<file path="config.mk">
export PLATFORM = sky130hd
export DESIGN_NAME = pwm_generator
export DESIGN_NICKNAME = d
export VERILOG_FILES = /design/src/rtl/pwm_generator.sv
export SDC_FILE = /design/constraint.sdc
export NUM_CORES = 1
export LEC_CHECK = 0
export BUFFER_PORTS_ARGS = -buffer_cell sky130_fd_sc_hd__buf_2
export CORE_ASPECT_RATIO = 1.25
export CORE_MARGIN = 10
export CORE_UTILIZATION = 55
export DETAILED_ROUTE_END_ITERATION = 8
export PLACE_DENSITY = 0.84
export SYNTH_ARGS = -nofsm -noshare
export SYNTH_HDL_FRONTEND = slang
export SYNTH_SLANG_ARGS = --single-unit
</file>
<file path="constraint.sdc">
create_clock -name clk -period 5 [get_ports clk]
set_input_delay 0 -clock clk [delete_from_list [all_inputs] [get_ports clk]]
set_output_delay 0 -clock clk [all_outputs]
set_load 0.01 [all_outputs]
</file>
<file path="src/rtl/pwm_generator.sv">
// 16-channel PWM generator: one shared prescaler/counter/duty shadow drives
// every PWM-mode channel; each output bit is forced low, forced high, or follows PWM.
module pwm_generator #(
   parameter int CLK_DIV = 12
) (
   input  logic        clk,
   input  logic        rst_n,
   input  logic [7:0]  en_reg_out_7_0,
   input  logic [7:0]  en_reg_out_15_8,
   input  logic [7:0]  en_reg_pwm_7_0,
   input  logic [7:0]  en_reg_pwm_15_8,
   input  logic [7:0]  pwm_duty_cycle,
   output logic [15:0] out,
   output logic        period_start
);

   localparam logic [11:0] PRESC_MAX = 12'(CLK_DIV - 1);
   localparam logic [7:0]  CNT_MAX   = 8'd254;

   logic [11:0] prescaler;
   logic [7:0]  counter;
   logic [7:0]  shadow;
   logic        step;
   logic        load;
   logic        pwm_level;
   logic [15:0] en_out;
   logic [15:0] en_pwm;
   logic [15:0] out_next;

   assign step = (prescaler == PRESC_MAX);
   assign load = (prescaler == 12'd0) && (counter == 8'd0);

   // Full-scale duty stays high even though the counter never reaches 255.
   assign pwm_level = (shadow == 8'hFF) || (counter < shadow);

   assign en_out   = {en_reg_out_15_8, en_reg_out_7_0};
   assign en_pwm   = {en_reg_pwm_15_8, en_reg_pwm_7_0};
   assign out_next = en_out & (~en_pwm | {16{pwm_level}});

   // period_start is registered, so it is high in the first cycle that sees
   // the newly loaded shadow; out follows that shadow one clk later.
   always_ff @(posedge clk) begin
      if (!rst_n) begin
         prescaler    <= 12'd0;
         counter      <= 8'd0;
         shadow       <= 8'd0;
         out          <= 16'h0000;
         period_start <= 1'b0;
      end else begin
         prescaler <= step ? 12'd0 : prescaler + 12'd1;
         if (step) begin
            counter <= (counter == CNT_MAX) ? 8'd0 : counter + 8'd1;
         end
         if (load) begin
            shadow <= pwm_duty_cycle;
         end
         period_start <= load;
         out          <= out_next;
      end
   end

endmodule

</file>
### After elaboration in Yosys (flattened, before gate mapping)

Cells that the tools add are included.

| word-level totals | value |
|---|---|
| register bits after elaboration | 45 |
| word-level logic and storage cells | 21 |

| cells by class | value |
|---|---|
| add/subtract/negate cells | 2 |
| $lt $le $gt $ge | 1 |
| equality and inequality tests | 3 |
| mux-type cells | 1 |
| bitwise gates (word level) | 4 |
| reduce and logical (&&, ||, !) cells | 5 |

Operators by type and width:

| operator | number |
|---|---|
| $and 16x16->16 | 1 |
| $eq 8x8->1 const B | 2 |
| $not 16->16 | 1 |
| $or 16x16->16 | 1 |
| $add 12x1->12 const B | 1 |
| $eq 12x4->1 const B | 1 |
| $logic_not 12->1 | 1 |
| $add 8x1->8 const B | 1 |
| $logic_not 8->1 | 1 |
| $lt 8x8->1 | 1 |
| $mux 8 | 1 |
| $reduce_or 2->1 | 1 |
| $logic_and 1x1->1 | 1 |
| $logic_or 1x1->1 | 1 |
| $not 1->1 | 1 |

### Longest topological paths before layout

| depth | value |
|---|---|
| word-level depth | 4 |
| mapped depth | 7 |
| mapped depth without buffers | 6 |

### Worst setup path after synthesis

OpenSTA, ideal clock, no wires.

| path | value |
|---|---|
| kind | register to register |
| start point | register shadow[6] |
| end point | register out[10] |
| library setup time | 119 ps |
| arrival | 1634 ps |
| required time | 4881 ps |
| path slack | 3246 ps |
| cell stages (with the launch flop) | 8 |
| path buffers | 1 |
| cells stage by stage | dfxtp_1 inv_1 ha_1 and4_1 o21ai_0 o32ai_2 buf_2 a21oi_1 |

| on the way | value |
|---|---|
| word-level cells in the longest chain between the ends | 4 |

RTL lines:

| element | line | source |
|---|---|---|
| start, declared | 22 | `logic [7:0] shadow;` |
| start signal, assigned | 55 | `shadow <= pwm_duty_cycle;` |
| $lt 8x8->1 / $eq 8x8->1 (equally long branches) | 34 | `assign pwm_level = (shadow == 8'hFF) \|\| (counter < shadow);` |
| $logic_or 1x1->1 (*) | 34 |  |
| $or 16x16->16 (*) | 38 | `assign out_next = en_out & (~en_pwm \| {16{pwm_level}});` |
| $and 16x16->16 (*) | 38 |  |
| end signal, assigned | 58 | `out <= out_next;` |
| end, declared | 13 | `output logic [15:0] out,` |

Mark *: on every way between the ends. The rest lies on a longest branch, timed or not.
A chain may end at the register's enable or synchronous reset.

### Worst setup path after layout

| path | value |
|---|---|
| start point | register shadow[6] |
| end point | register out[14] |

The elaborated chain is that of the path after synthesis.

==> results.sh <==
export IMPL_cp_max_fo=16
export IMPL_grtUsageTotal_pct=20.2
export IMPL_startpoint="shadow[6]"
export IMPL_synth_top_cell_area_share_pct=44.2
export IMPL_netlist_instances=236
export IMPL_crit_path_max_incr_delay_ns=0.96
export IMPL_cp_cell_sequence="inv_1 -> ha_1 -> and4_1 -> o21ai_0 -> o32ai_2 -> a21oi_1 -> dlygate4sd3_1"
export IMPL_whs_ns=0.130
export IMPL_grt_pass1_vias=2197
export IMPL_cts_tree="yes"
export IMPL_antenna_found_initial=0
export IMPL_dp_hpwl_mm=3.96
export IMPL_fp_dieW_um=74.5
export IMPL_skew_ns=0.0124
export IMPL_rows=24
export IMPL_diodes=0
export IMPL_area_delta_synth_final_pct=40.2
export IMPL_core_area_um2=3540
export IMPL_path_buf_inv=2
export IMPL_numCtsBuffers=5
export IMPL_place_inst=323
export IMPL_initial_utilization_pct=57.6
export IMPL_reg2reg_from="shadow[6]"
export IMPL_p_per_area_nw_per_um2=283
export IMPL_nets=385
export IMPL_synth_area_um2=2040
export IMPL_seq_area_frac_synth_pct=44.2
export IMPL_arrival_ns=3.18
export IMPL_clk_insertion_delay_late_ns=0.32
export IMPL_worstPathRequired_ns=5.20
export IMPL_grt_pass1_wl_mm=10.3
export IMPL_yosysUniqueCellTypes=34
export IMPL_crit_type="flip-flop to flip-flop"
export IMPL_finalHoldViolations=0
export IMPL_grt_overflow_total=0
export IMPL_synthesis_nets=290
export IMPL_setup_tns_ns=0
export IMPL_p_int_mw=0.603
export IMPL_yosys_area_top_type="dfxtp_1"
export IMPL_ir_worst_vdd_v=0.000223
export IMPL_grt_max_degree=23
export IMPL_synth_area_leaders="dfxtp_1 (44%), a21oi_1 (7.4%), ha_1 (7.4%)"
export IMPL_critPathSlowestCell="o32ai_2"
export IMPL_worst_pin_slew_ns=1.10
export IMPL_drtIter0Drc=293
export IMPL_cp_start_kind="flip-flop"
export IMPL_synth_async_reset_ratio_pct=0
export IMPL_period_share_pct=59.7
export IMPL_port_buffers=58
export IMPL_ant_nets=0
export IMPL_synth_flop_cell="dfxtp_1"
export IMPL_clock_path_buffers=2
export IMPL_clk_pin_slew_worst_paths_ns=0.09
export IMPL_setup_viol=0
export IMPL_final_layout_size_suffix_gt1_share_pct=20.8
export IMPL_status="completed"
export IMPL_drc_errors=0
export IMPL_p_leak_nw=1.30
export IMPL_cts_root_buffer="clkbuf_8"
export IMPL_slew_violations=0
export IMPL_p_clk_share_pct=36.6
export IMPL_routedWlPerCell_um=17.3
export IMPL_swShare_pct=25.6
export IMPL_synth_avg_cell_area_um2=8.64
export IMPL_end_kind="flip-flop"
export IMPL_cts_sinks=45
export IMPL_globalplace_congestion=0.858
export IMPL_fin_crit_ns=2.98
export IMPL_synth_seq_cells=45
export IMPL_htreeDepth=2
export IMPL_finalNonFillerCells=371
export IMPL_p_comb_share_pct=15.6
export IMPL_relSlewSlack_pct=26.4
export IMPL_final_common_cell="buf_2"
export IMPL_vias=2129
export IMPL_synth_edf_count=0
export IMPL_max_clock_freq_mhz=335
export IMPL_hold_class="primary input to flip-flop"
export IMPL_rsz0062_at_grt="false"
export IMPL_finalWirelength_mm=6.41
export IMPL_maxCapViolCount=0
export IMPL_dr_pass1_iters=4
export IMPL_die_area_um2=6560
export IMPL_vias_per_cell=5.74
export IMPL_min_from="rst_n"
export IMPL_fp_dieH_um=88.1
export IMPL_crit_family="compound AO/OA/AOI/OAI gates"
export IMPL_final_cell_mix="buf_2 (58), dfxtp_1 (45), dlygate4sd3_1 (40)"
export IMPL_p_sw_mw=0.207
export IMPL_seqPwrFrac_pct=47.8
export IMPL_yosysWarnings=0
export IMPL_io_pin_count=59
-- repair_timing --
| action | 4_1_cts | 5_1_grt |
|---|---|---|
| endpoints found under the hold margin | 24 | 0 |
| buffers inserted | 0 | 0 |
| resized for setup | 0 | 0 |
| hold buffers | 40 | 0 |
-- routing by layer --
layer  track usage (%)  routed length, um
met1              20.2               2290
met2              37.1               3650
met3              4.98                265
met4              10.3                214
met5                 0                  0
-- state kept, by name, summed over array words and instances (netlist names) --
name and cells:
prescaler 12, counter 8, out 16, shadow 8, period_start 1
-- cell type report --
class / count / area, um2
clock buffer: 6 / 82.6
clock inverter: 2 / 37.5
fill: 239 / 684
inverter: 15 / 56.3
multi-input combinational: 166 / 1040
sequential: 45 / 901
tap: 39 / 48.8
timing repair buffer: 98 / 691
-- worst paths after layout --
kind,to,cells after the start,slack (ns)
hold / removal,counter[2],2,0.13
hold reg to reg,prescaler[0],1,0.47
setup / recovery,out[14],7,2.02
setup reg to reg,out[14],7,2.02
-- worst register-to-register path: cells and delay by family, from the launching register on --
| kind | cells | cell delay [ns] |
|---|---|---|
| and+or+nand+nor | 1 | 0.22 |
| DFF | 1 | 0.36 |
| adders and majority gates | 1 | 0.32 |
| buffers and inverters | 2 | 0.67 |
| AOI/OAI and AO/OA | 3 | 1.28 |
-- kinds of logic after synthesis --
family          count (synthesis)  synth area share [%]
compound gates                 50                  14.0
xor+xnor                       11                  4.72
fa+ha+maj                      12                  7.36
buf+inv                        25                  4.72
flops                          45                  44.2
mux                             2                 0.982
simple gates                   91                  24.0
-- synth_stat cells (all sizes together) (5+ instances only) --
| cell | count |
|---|---|
| nor2 | 16 |
| o21ai | 12 |
| ha | 12 |
| xor2 | 9 |
| dfxtp | 45 |
| and4 | 5 |
| clkbuf | 8 |
| a21oi | 30 |
| nand4 | 10 |
| inv | 15 |
| nand3 | 13 |
| nand2 | 26 |
-- metrics by stage --
| step | area [um2] | util (%) | setup WS, ns | total power, mW |
|---|---|---|---|---|
| after floorplan | 2040 | - | 3.25 | 0.449 |
| after global placement | 2340 | 66.0 | 2.87 | 0.485 |
| after detailed placement | 2340 | 66.0 | 2.76 | 0.488 |
| after CTS | 2860 | 80.7 | 2.22 | 0.801 |
| after global routing | 2860 | 80.7 | 1.81 | 0.839 |
| final | 2860 | 80.7 | 2.02 | 0.810 |
-- power by group through the flow --
stage / Combinational [mW] / Sequential (mW) / Clock (mW)
3_3_place_gp: 0.0906 / 0.394 / 0
6_report: 0.127 / 0.387 / 0.296
2_1_floorplan: 0.0502 / 0.398 / 0
3_5_place_dp: 0.0935 / 0.395 / 0
4_1_cts: 0.122 / 0.386 / 0.293
5_1_grt: 0.139 / 0.389 / 0.311
Note: power is estimated with default switching activity, not from simulation.
